[src/rtl/multicycle_maindec.sv]
// Multicycle main decoder: Moore FSM sequencing fetch/decode/execute/memory/
// writeback for the gigaHurt MIPS-style datapath, with a memory-wait watchdog.
// Optional feature macro: MULTICYCLE_MAINDEC_JAL_EN (JAL links and jumps in a
// single JALWB state; when undefined, JAL behaves exactly as J and link is 0).
module multicycle_maindec #(
    parameter int unsigned OPW      = 3,
    parameter int unsigned WAIT_MAX = 15
) (
    input  logic           clk,
    input  logic           reset,
    input  logic [OPW-1:0] op,
    input  logic           memready,
    output logic           memreq,
    output logic           memwrite,
    output logic           irwrite,
    output logic           pcwrite,
    output logic           branch,
    output logic           regwrite,
    output logic           regdst,
    output logic           memtoreg,
    output logic           iord,
    output logic           alusrca,
    output logic [1:0]     alusrcb,
    output logic [1:0]     pcsrc,
    output logic [1:0]     aluop,
    output logic           link,
    output logic           done,
    output logic           fault,
    output logic [3:0]     state
);

    localparam int unsigned CW    = (WAIT_MAX > 0) ? $clog2(WAIT_MAX + 1) : 1;
    localparam bit          WD_EN = (WAIT_MAX != 0);

    localparam logic [2:0] OP_RTYPE = 3'b000;
    localparam logic [2:0] OP_LW    = 3'b001;
    localparam logic [2:0] OP_SW    = 3'b010;
    localparam logic [2:0] OP_ADDI  = 3'b011;
    localparam logic [2:0] OP_BEQ   = 3'b101;
    localparam logic [2:0] OP_J     = 3'b110;
    localparam logic [2:0] OP_JAL   = 3'b111;

    typedef enum logic [3:0] {
        S_FETCH   = 4'd0,
        S_DECODE  = 4'd1,
        S_MEMADR  = 4'd2,
        S_MEMRD   = 4'd3,
        S_MEMWB   = 4'd4,
        S_MEMWR   = 4'd5,
        S_EXECUTE = 4'd6,
        S_ALUWB   = 4'd7,
        S_BRANCH  = 4'd8,
        S_ADDIEX  = 4'd9,
        S_ADDIWB  = 4'd10,
        S_JUMP    = 4'd11,
        S_JALWB   = 4'd12,
        S_FAULT   = 4'd13
    } state_t;

    state_t        cur;
    state_t        nxt;
    logic [CW-1:0] cnt;
    logic [CW-1:0] cnt_nxt;
    logic          is_sw;
    logic          in_wait;
    logic          timeout;
    logic [2:0]    op_lo;
    logic          op_hi_nz;

    // Only the low three opcode bits are meaningful; anything above is illegal.
    assign op_lo    = op[2:0];
    assign op_hi_nz = |(op >> 3);

    // Watchdog fires when the wait count has reached its limit and memory is still busy.
    assign timeout = WD_EN && (cnt == CW'(WAIT_MAX)) && !memready;

    // Next-state decode; op is only looked at in DECODE.
    always_comb begin
        nxt     = S_FETCH;
        in_wait = 1'b0;
        case (cur)
            S_FETCH: begin
                in_wait = 1'b1;
                if (memready)     nxt = S_DECODE;
                else if (timeout) nxt = S_FAULT;
                else              nxt = S_FETCH;
            end
            S_DECODE: begin
                if (op_hi_nz) begin
                    nxt = S_FAULT;
                end else begin
                    case (op_lo)
                        OP_RTYPE:     nxt = S_EXECUTE;
                        OP_LW, OP_SW: nxt = S_MEMADR;
                        OP_ADDI:      nxt = S_ADDIEX;
                        OP_BEQ:       nxt = S_BRANCH;
                        OP_J:         nxt = S_JUMP;
`ifdef MULTICYCLE_MAINDEC_JAL_EN
                        OP_JAL:       nxt = S_JALWB;
`else
                        OP_JAL:       nxt = S_JUMP;
`endif
                        default:      nxt = S_FAULT;
                    endcase
                end
            end
            S_MEMADR:  nxt = is_sw ? S_MEMWR : S_MEMRD;
            S_MEMRD: begin
                in_wait = 1'b1;
                if (memready)     nxt = S_MEMWB;
                else if (timeout) nxt = S_FAULT;
                else              nxt = S_MEMRD;
            end
            S_MEMWR: begin
                in_wait = 1'b1;
                if (memready)     nxt = S_FETCH;
                else if (timeout) nxt = S_FAULT;
                else              nxt = S_MEMWR;
            end
            S_EXECUTE: nxt = S_ALUWB;
            S_ADDIEX:  nxt = S_ADDIWB;
            default:   nxt = S_FETCH;
        endcase
    end

    // Wait counter restarts on any state change or completed access.
    always_comb begin
        cnt_nxt = '0;
        if (WD_EN && in_wait && !memready && (nxt == cur)) begin
            cnt_nxt = cnt + CW'(1);
        end
    end

    // State, wait counter and the LW/SW choice captured in DECODE.
    always_ff @(posedge clk) begin
        if (reset) begin
            cur   <= S_FETCH;
            cnt   <= '0;
            is_sw <= 1'b0;
        end else begin
            cur <= nxt;
            cnt <= cnt_nxt;
            if (cur == S_DECODE) begin
                is_sw <= (op_lo == OP_SW);
            end
        end
    end

    // Moore output decode, forced to zero while reset is asserted.
    always_comb begin
        memreq   = 1'b0;
        memwrite = 1'b0;
        irwrite  = 1'b0;
        pcwrite  = 1'b0;
        branch   = 1'b0;
        regwrite = 1'b0;
        regdst   = 1'b0;
        memtoreg = 1'b0;
        iord     = 1'b0;
        alusrca  = 1'b0;
        alusrcb  = 2'b00;
        pcsrc    = 2'b00;
        aluop    = 2'b00;
        link     = 1'b0;
        done     = 1'b0;
        fault    = 1'b0;
        state    = 4'd0;
        if (!reset) begin
            state = cur;
            case (cur)
                S_FETCH: begin
                    memreq  = 1'b1;
                    alusrcb = 2'b01;
                    irwrite = memready;
                    pcwrite = memready;
                end
                S_DECODE: alusrcb = 2'b11;
                S_MEMADR: begin
                    alusrca = 1'b1;
                    alusrcb = 2'b10;
                end
                S_MEMRD: begin
                    memreq = 1'b1;
                    iord   = 1'b1;
                end
                S_MEMWB: begin
                    regwrite = 1'b1;
                    memtoreg = 1'b1;
                    done     = 1'b1;
                end
                S_MEMWR: begin
                    memreq   = 1'b1;
                    iord     = 1'b1;
                    memwrite = 1'b1;
                    done     = memready;
                end
                S_EXECUTE: begin
                    alusrca = 1'b1;
                    aluop   = 2'b10;
                end
                S_ALUWB: begin
                    regwrite = 1'b1;
                    regdst   = 1'b1;
                    done     = 1'b1;
                end
                S_BRANCH: begin
                    alusrca = 1'b1;
                    aluop   = 2'b01;
                    pcsrc   = 2'b01;
                    branch  = 1'b1;
                    done    = 1'b1;
                end
                S_ADDIEX: begin
                    alusrca = 1'b1;
                    alusrcb = 2'b10;
                end
                S_ADDIWB: begin
                    regwrite = 1'b1;
                    done     = 1'b1;
                end
                S_JUMP: begin
                    pcsrc   = 2'b10;
                    pcwrite = 1'b1;
                    done    = 1'b1;
                end
`ifdef MULTICYCLE_MAINDEC_JAL_EN
                S_JALWB: begin
                    regwrite = 1'b1;
                    link     = 1'b1;
                    pcsrc    = 2'b10;
                    pcwrite  = 1'b1;
                    done     = 1'b1;
                end
`endif
                S_FAULT: fault = 1'b1;
                default: ;
            endcase
        end
    end

endmodule

[config.mk]
export PLATFORM = sky130hd
export DESIGN_NAME = multicycle_maindec
export DESIGN_NICKNAME = d
export VERILOG_FILES = /design/src/rtl/multicycle_maindec.sv
export SDC_FILE = /design/constraint.sdc
export NUM_CORES = 1
export LEC_CHECK = 0
export CORE_ASPECT_RATIO = 0.8
export CORE_MARGIN = 4
export CORE_UTILIZATION = 48
export DETAILED_ROUTE_END_ITERATION = 6
export PLACE_DENSITY = 0.84
export REMOVE_ABC_BUFFERS = 1
export SYNTH_ARGS = -nofsm -noshare
export SYNTH_HDL_FRONTEND = slang
export SYNTH_SLANG_ARGS = --single-unit
[constraint.sdc]
create_clock -name clk -period 2.15 [get_ports clk]
set_input_delay 0.43 -clock clk [delete_from_list [all_inputs] [get_ports clk]]
set_output_delay 0.43 -clock clk [all_outputs]
set_load 0.02 [all_outputs]
**After elaboration in Yosys (flattened, before gate mapping)**

Cells that the tools add are included.
Widths: inputs -> output; s select.

- Register bits: 9
- Input bits: 6
- Output and inout bits: 23
- Word-level logic and storage cells: 80

- $add $sub $neg: 1
- Equality and inequality tests: 20
- Mux-type cells: 40
- Bitwise logic cells: 1
- Reductions and logical operators: 15

Operator list:

| cell | count |
|---|---|
| $mux 4 | 7 |
| $pmux 4 s7 | 1 |
| $eq 4x4->1 const B | 6 |
| $mux 1 | 22 |
| $pmux 4 s5 | 1 |
| $eq 4x3->1 const B | 4 |
| $reduce_or 2->1 | 5 |
| $eq 3x3->1 const B | 3 |
| $eq 4x2->1 const B | 2 |
| $pmux 2 s2 | 2 |
| $eq 3x2->1 const B | 2 |
| $mux 2 | 3 |
| $pmux 2 s3 | 1 |
| $reduce_or 3->1 | 2 |
| $reduce_or 5->1 | 1 |
| $add 4x1->4 const B | 1 |
| $eq 4x1->1 const B | 1 |
| $eq 4x4->1 | 1 |
| $logic_not 4->1 | 1 |
| $pmux 1 s2 | 2 |
| $reduce_or 4->1 | 1 |
| $eq 3x1->1 const B | 1 |
| $logic_and 1x1->1 | 3 |
| $logic_not 3->1 | 1 |
| 3 further kinds | 3 |

**Depth between registers and ports, before layout**

Gate-level depths: netlist (run 1).

- Word-level depth: 9
- Gate-level depth with buffers: 6
- Mapped depth without buffers: 5

**Worst setup path before layout (run 1)**

OpenSTA, ideal clock, no wires.

- Path type: input to output
- Start point: input port reset
- End point: output port aluop[0]
- Arrival: 1.938 ns
- Required time: 1.720 ns
- Setup slack: -0.218 ns
- Cell stages on the path: 4
- Path buffers: 3
- Cell sequence: clkbuf_1 clkbuf_1 nor4_1 buf_4

- Longest elaborated chain between the ends: 1

Ends and longest elaborated chain:

| item | line | RTL |
|---|---|---|
| start, declared | 10 | `input logic reset,` |
| $mux 2 | 168 | `if (!reset) begin` |
| end, declared | 25 | `output logic [1:0] aluop,` |

No other way between the ends.

**Final worst setup path (run 1)**

- Start point: input port reset
- End point: output port pcsrc[1]

- Longest elaborated chain between the ends: 1

Ends and longest elaborated chain:

| item | line | RTL |
|---|---|---|
| $mux 2 | 168 |  |
| end, declared | 24 | `output logic [1:0] pcsrc,` |

No other way between the ends.

==> results.toml, run 1 <==
[synth]
synth.area.top_cells = "dfxtp_1 21%, nor2_1 11%, buf_4 6.2%"
postSynthCellCount = 117
synth_edf_count = 0
yosysSeqAreaShare = 0.214
yosys.area.top_type_share = 0.214
postSynthAreaPerCell_sq_um = 7.20
ys.flop_type = "dfxtp_1"
synth-seq-cells = 9
yosysMostFrequentCell = "nor2_1"
async_reset_ff_frac = 0
synth_area_leader_cell = "dfxtp_1"
synth_warnings = 0
synth_area_sq_um = 842
ys_types = 40
synth_commonest_cells = "25 x nor2_1, 9 x dfxtp_1, 7 x buf_4"

[clock_network]
clkTransAtPathRegs_ns = 0.06
insertion_delay_ns = 0.27
cts_buffers = 3
post-cts-setup-buffers = 0
clockBufferDepth = 2
cts_root_buf = "clkbuf_4"
hold_buffers = 0
htree_levels = 1
cts_sinks = 9
cts_tree = "built"

[critical_path]
max_stage_delay_ns = 0.39
rrSetupSlack_ns = 0.64
crit_top_cell = "buf_4"
path_cells = "clkdlybuf4s50_1, buf_4, buf_4, nor3_1, dlygate4sd2_1"
r2r_start = "cur[0]"
critical_path_required_ns = 1.72
timing.critical_path.from = "reset"
cp-start-kind = "input port"
end_kind = "output pin"
crit_type = "input port to output pin"
cp_slowest_cell = "clkdlybuf4s50_1"
crit_fanout = 9
critical_path_arrival_ns = 1.66

[flow_run]
cap_violations = 0

[cells_and_area]
multi_input_area_sq_um = 588
drive_gt1_frac = 0.360
layoutNonFillerInstCount = 183
area_delta_synth_final_pct = 46.4
antenna_cells = 0
final_nets = 169
register_area_sq_um = 183
nFillCells = 144

[grt]
grt.met2_usage = 0.363
grt_pass1_vias = 897
busiest_layer = "met2"
grt_usage = 0.227
grt_start_max_net_pins = 10
gr-total-overflow = 0
antenna_found_initial = 0
use_met3 = 0.0525
grtUsageMet1 = 0.301
grt_pass1_wl_um = 4110

[worst_hold_path]
holdCritStartpoint = "cnt[0]"
hold_path.class = "register to register"

[sta]
final_max_slew_viol_count = 0
holdWs_ns = 0.455
finalCritPeriodShare = 0.974
rsz0062_at_grt = "false"
fmax_ghz = 0.477
setup_violations = 0
finalHoldViolations = 0
skew_ns = 0.00597
min_period_ns = 2.09
tns_ns = 0

[floorplanning]
coreArea_sq_um = 1640
die_w_um = 54.8
floorplan.rows = 13
start_util = 0.513
ios = 29
die_area_sq_um = 2490
die_h_um = 45.5

[power]
ir_drop_mv = 0.441
leakagePower_nw = 0.574
p_per_area_nw_per_um2 = 562

[route]
ant_nets = 0
routed_wl_um = 2670
drtIter0Drc = 47
wire_per_inst_um = 14.6
via_count = 1002
vias_per_cell = 5.48
drc = 0
dr.pass1.iters = 4

[place]
hpwlAfterDp_um = 1980
dp.cells = 179
gp_congestion = 0.858
port_buffers = 27

[outcome]
status = "finished clean"
## state kept, by name, indices dropped and copies added, names as in the netlist
register	cells
cnt	4
cur	4
is_sw	1
## kinds of logic (layout without fill, tap and decap cells)
logic type,after synthesis,count (layout),synth area share
simple gates,62,62,0.404
compound gates,22,22,0.184
buf+inv,16,60,0.111
flops,9,9,0.214
xor+xnor,4,4,0.0416
mux,2,2,0.0253
fa+ha+maj,1,1,0.0149
other cells,1,1,0.00445
## layer usage
metal	wire [um]	part of all wire
met5	0	0
met4	18	0.0068
met3	147	0.055
met2	1310	0.49
met1	1190	0.45
## path summary, 6_finish.rpt
path,end,depth (start not counted)
max,pcsrc[1],5
min,cnt[0],1
max reg2reg,cnt[2],5
min reg2reg,cnt[0],1
## critical path, delay by kind of cell
family        cells  cell delay (ns)
buf+inv           4             1.07
simple gates      1             0.16
## area by class of cell
class | instances | share of cell area
multi-input cells | 92 | 0.477
repair buffers | 51 | 0.316
inverters | 5 | 0.0152
well taps | 22 | 0.0223
clock buffers | 4 | 0.0213
flip-flops and latches | 9 | 0.148
## cells in the final DEF (no fill, tap or decap), drive strengths merged, types with 5 or more instances in the layout
cell type	netlist	routed
inv	5	5
nor3	7	7
dlygate4sd2	0	8
dfxtp	9	9
o21ai	6	6
clkdlybuf4s50	0	5
buf	8	31
clkbuf	3	8
nand2	5	5
nor2	26	26
## power breakdown
part	switching (mW)	internal (mW)
clock network	0.0613	0.0716
registers	0.0250	0.182
logic	0.198	0.155
total	0.284	0.409
## repair_timing
action                     CTS  global route
pin swaps                    0             0
setup endpoints to repair   22            13
resized for setup           49            17
## stage by stage
step / cell area [sq um] / utilization / worst slack [ns] / power [mW]
floorplan: 767 / - / -0.702 / 0.384
global placement: 1240 / 0.758 / -0.343 / 0.557
detailed placement: 1240 / 0.758 / -0.408 / 0.565
CTS: 1270 / 0.772 / 0.000468 / 0.691
global route: 1230 / 0.750 / 0.0104 / 0.734
finish: 1230 / 0.750 / 0.0551 / 0.693
(Power assumes the default switching activity.)
==> run 2, diff against run 1 <==
CELL_PAD_IN_SITES_DETAIL_PLACEMENT = 1   (was default)
CELL_PAD_IN_SITES_GLOBAL_PLACEMENT = 2   (was default)
CORE_UTILIZATION = 25   (was 48)
PLACE_DENSITY = default   (was 0.84)
PLACE_DENSITY_LB_ADDON = 0.1   (was default)
==> results.toml, run 2 (same netlist as run 1, synthesis figures left out) <==
[power]
switching_share = 0.378
pwr-share-seq = 0.266
ir_drop_mv = 0.355
p_sw_uw = 296
leakagePower_nw = 0.590
p_clk_frac = 0.261
total_power_uw = 782
p_comb_frac = 0.474
p_int_uw = 486
p_per_area_nw_per_um2 = 608

[sta]
final_max_slew_viol_count = 0
rsz0062_at_grt = "false"
tns_ns = 0
skew_ns = 0.00412
fmax_ghz = 0.474
finalHoldViolations = 0
setup_violations = 0
finalCritPeriodShare = 0.982
min_period_ns = 2.11

[cells_and_area]
antenna_cells = 0
area_delta_synth_final_pct = 52.6
largestRegisters = "cnt (4), cur (4), is_sw (1)"
final_common_cell = "buf_4"
final_cell_mix = "26 x buf_4, 24 x nor2_1, 8 x buf_2"
drive_gt1_frac = 0.368
final_nets = 171

[route]
ant_nets = 0
drc = 0
vias_per_cell = 4.87
routed_wl_um = 3020
dr.pass1.iters = 4
drtIter0Drc = 14
wire_per_inst_um = 14.9
via_count = 988

[clock_network]
clockBufferDepth = 2
cts_tree = "built"
post-cts-setup-buffers = 0
insertion_delay_ns = 0.24
clkTransAtPathRegs_ns = 0.05
cts_buffers = 3
cts_root_buf = "clkbuf_8"
htree_levels = 1
cts_sinks = 9

[grt]
grt_usage = 0.141
grt_pass1_wl_um = 4640
grt_pass1_vias = 971
grt_start_max_net_pins = 13
antenna_found_initial = 0
gr-total-overflow = 0

[critical_path]
critical_path_arrival_ns = 1.68
cp-start-kind = "input port"
timing.critical_path.to = "memtoreg"
rrSetupSlack_ns = 0.60
timing.critical_path.from = "reset"
r2r_start = "cur[3]"
critical_path_required_ns = 1.72
reg2reg_to = "cnt[2]"
crit_fanout = 12
end_kind = "output pin"
crit_type = "input port to output pin"
reg2reg_depth = 6

[flow_run]
cap_violations = 0

[place]
gp_congestion = 0.811
hpwlAfterDp_um = 2420
port_buffers = 27

[floorplanning]
die_h_um = 59.9
die_w_um = 72.9
die_area_sq_um = 4370
floorplan.rows = 18
ios = 29
coreArea_sq_um = 3150
start_util = 0.267

[outcome]
status = "finished clean"

[worst_hold_path]
hold_path.class = "register to register"
## run 2: cell count changes in the layout (fill, tap and decap cells not counted), sizes merged
cell	delta
clkdlybuf4s50	-1
clkdlybuf4s15	+2
clkbuf	-2
dlygate4sd2	-1
dlygate4sd1	+1
buf	+3
## run 2: worst max-delay path, stage by stage
cell and delay (ns):
clkdlybuf4s50_1 0.39, buf_4 0.18, or3_4 0.36, nor3_2 0.12, buf_2 0.19
## run 2: layer usage
| layer | vias up | wire length (um) | share of wire | global-route usage |
|---|---|---|---|---|
| li1 | 500 | - | - | - |
| met1 | 468 | 1490 | 0.49 | 0.188 |
| met2 | 16 | 1400 | 0.47 | 0.228 |
| met3 | 4 | 107 | 0.035 | 0.0370 |
| met4 | 0 | 21 | 0.0070 | 0.0316 |
| met5 | - | 0 | 0 | 0 |
## run 2: per-stage QoR
step / hold slack (ns) / cell area, sq um / std cells / utilization / worst slack [ns]
2_1_floorplan: 0.418 / 767 / 106 / - / -0.702
3_3_place_gp: 0.425 / 1280 / 199 / 0.407 / -0.353
3_5_place_dp: 0.445 / 1280 / 199 / 0.407 / -0.418
4_1_cts: 0.455 / 1280 / 203 / 0.407 / 0.00344
5_1_grt: 0.482 / 1280 / 203 / 0.408 / 0.00240
6_report: 0.450 / 1280 / 203 / 0.408 / 0.0384
## run 2: power groups by stage
stage                     registers (mW)  clock network [mW]  logic [mW]
after floorplan                    0.217                   0       0.167
after global placement             0.208                   0       0.384
after detailed placement           0.210                   0       0.390
after CTS                          0.208               0.209       0.370
after global routing               0.211               0.215       0.403
final                              0.208               0.204       0.370
## run 2: cell type report
type                       instances  area (sq um)
fill                             407          1870
multi-input combinational         92           577
timing repair buffer              53           410
sequential                         9           184
tap                               40          50.0
clock buffer                       4          45.0
inverter                           5          18.8
## run 2: how the worst min path moves through the flow
stage,slack (ns),endpoint,startpoint,cells after the start
after global routing,0.48,cnt[0],cnt[0],1
final,0.45,cnt[0],cnt[0],1
after global placement,0.42,cnt[0],cnt[0],1
after CTS,0.46,cnt[0],cnt[0],1
after floorplan,0.42,cnt[0],cnt[0],1
after detailed placement,0.44,cnt[0],cnt[0],1
## run 2: repair_timing
action / CTS / global route
gates cloned: 0 / 0
hold buffers: 0 / 0
resized for setup: 59 / 10
setup endpoints to repair: 22 / 7
==> run 3, diff against run 2 <==
ABC_CLOCK_PERIOD_IN_PS = 2150   (was default)
CORE_MARGIN = 2   (was 4)
==> results.toml, run 3 (same netlist as run 1, synthesis figures left out) <==
[outcome]
status = "finished clean"

[clock_network]
cts_tree = "built"
cts_sinks = 9
clkTransAtPathRegs_ns = 0.04
htree_levels = 1
cts_root_buf = "clkbuf_8"
cts_buffers = 3
post-cts-setup-buffers = 0
clockBufferDepth = 2
insertion_delay_ns = 0.25
cts-resized-gates = 53
hold_buffers = 0

[critical_path]
r2r_start = "cur[3]"
critical_path_arrival_ns = 1.67
crit_fanout = 10
reg2reg_to = "cnt[2]"
crit_type = "input port to output pin"
cp-start-kind = "input port"
path_cells = "clkdlybuf4s50_1, buf_4, or3_4, nor3_2, buf_2"
rrSetupSlack_ns = 0.70
critical_path_required_ns = 1.72
max_stage_delay_ns = 0.40
end_kind = "output pin"
cp_slowest_cell = "clkdlybuf4s50_1"
reg2reg_depth = 5

[place]
dp.cells = 201
hpwlAfterDp_um = 2360
gp_congestion = 0.796
port_buffers = 27

[floorplanning]
die_area_sq_um = 3850
start_util = 0.267
floorplan.rows = 18
die_h_um = 55.9
die_w_um = 68.9
ios = 29
coreArea_sq_um = 3150

[worst_hold_path]
hold-path-endpoint = "cnt[0]"
hold_path.class = "register to register"
holdPathStages = 1
holdCritStartpoint = "cnt[0]"

[sta]
setup_violations = 0
min_period_ns = 2.10
final_max_slew_viol_count = 0
skew_ns = 0.0144
fmax_ghz = 0.476
finalHoldViolations = 0
finalCritPeriodShare = 0.977
rsz0062_at_grt = "false"

[cells_and_area]
final_common_cell = "buf_4"
antenna_cells = 0
drive_gt1_frac = 0.400
layoutNonFillerInstCount = 205
final_nets = 173
fin_util = 0.405
largestRegisters = "cnt (4), cur (4), is_sw (1)"
area_delta_synth_final_pct = 51.7
final_cell_mix = "28 x buf_4, 24 x nor2_1, 10 x buf_2"

[grt]
grt_start_max_net_pins = 11
gr-total-overflow = 0
grt_pass1_wl_um = 5020
antenna_found_initial = 0
grt_pass1_vias = 1001
grt_usage = 0.175

[power]
p_per_area_nw_per_um2 = 617
leakagePower_nw = 0.600
ir_drop_mv = 0.270

[route]
via_count = 992
wire_per_inst_um = 14.6
dr.pass1.iters = 2
drtIter0Drc = 44
routed_wl_um = 3000
vias_per_cell = 4.84
ant_nets = 0
drc = 0

[flow_run]
cap_violations = 0
==> run 3: changes by cell type in the layout (fill, tap and decap cells not counted), sizes merged <==
cell	before	now
dlygate4sd1	1	0
dlygate4sd2	7	6
clkdlybuf4s15	5	0
clkdlybuf4s50	4	5
buf	34	38
clkbuf	6	10
==> run 3: cell type report <==
class                   count  area (sq um)
fillers                   397          1880
multi-input cells          92           588
repair buffers             55           393
flip-flops and latches      9           183
well taps                  40          50.0
clock buffers               4          45.0
inverters                   5          18.8
==> run 3: worst max-delay path by stage <==
| stage | from | endpoint | slack, ns | cells past startpoint |
|---|---|---|---|---|
| CTS | reset | alusrcb[0] | 0.006 | 5 |
| detailed placement | reset | memwrite | -0.41 | 5 |
| floorplan | cur[2] | aluop[0] | -0.70 | 2 |
| global route | reset | memtoreg | 0.006 | 5 |
| finish | reset | memtoreg | 0.05 | 5 |
| global placement | reset | memtoreg | -0.36 | 5 |
==> run 3: power by group <==
group / internal [mW] / total (mW) / leakage [nW] / switching, mW
clock network: 0.130 / 0.210 / 0.0228 / 0.0798
registers: 0.183 / 0.206 / 0.0739 / 0.0233
logic: 0.173 / 0.372 / 0.504 / 0.199
==> run 3: routing by layer <==
metal  part of all wire  up-vias  GRT usage  wire length, um
li1                   -      502          -                -
met4              0.013        0     0.0672               39
met5                  0        -          0                0
met2               0.47       15      0.264             1410
met1               0.48      471      0.241             1430
met3              0.040        4     0.0364              120
==> run 3: metrics by stage <==
step / TNS [ns] / power (mW) / hold slack, ns / setup slack, ns / instance area, sq um
5_1_grt: 0 / 0.844 / 0.475 / 0.00578 / 1280
3_3_place_gp: -5.72 / 0.592 / 0.435 / -0.356 / 1300
4_1_cts: 0 / 0.800 / 0.458 / 0.00567 / 1310
2_1_floorplan: -2.11 / 0.384 / 0.418 / -0.702 / 767
6_report: 0 / 0.788 / 0.453 / 0.0484 / 1280
3_5_place_dp: -5.77 / 0.597 / 0.448 / -0.410 / 1300
==> run 3: worst max-delay path: cells and delay by family <==
family	cells	cell delay, ns
buffers and inverters	3	0.77
AND/OR/NAND/NOR	2	0.47
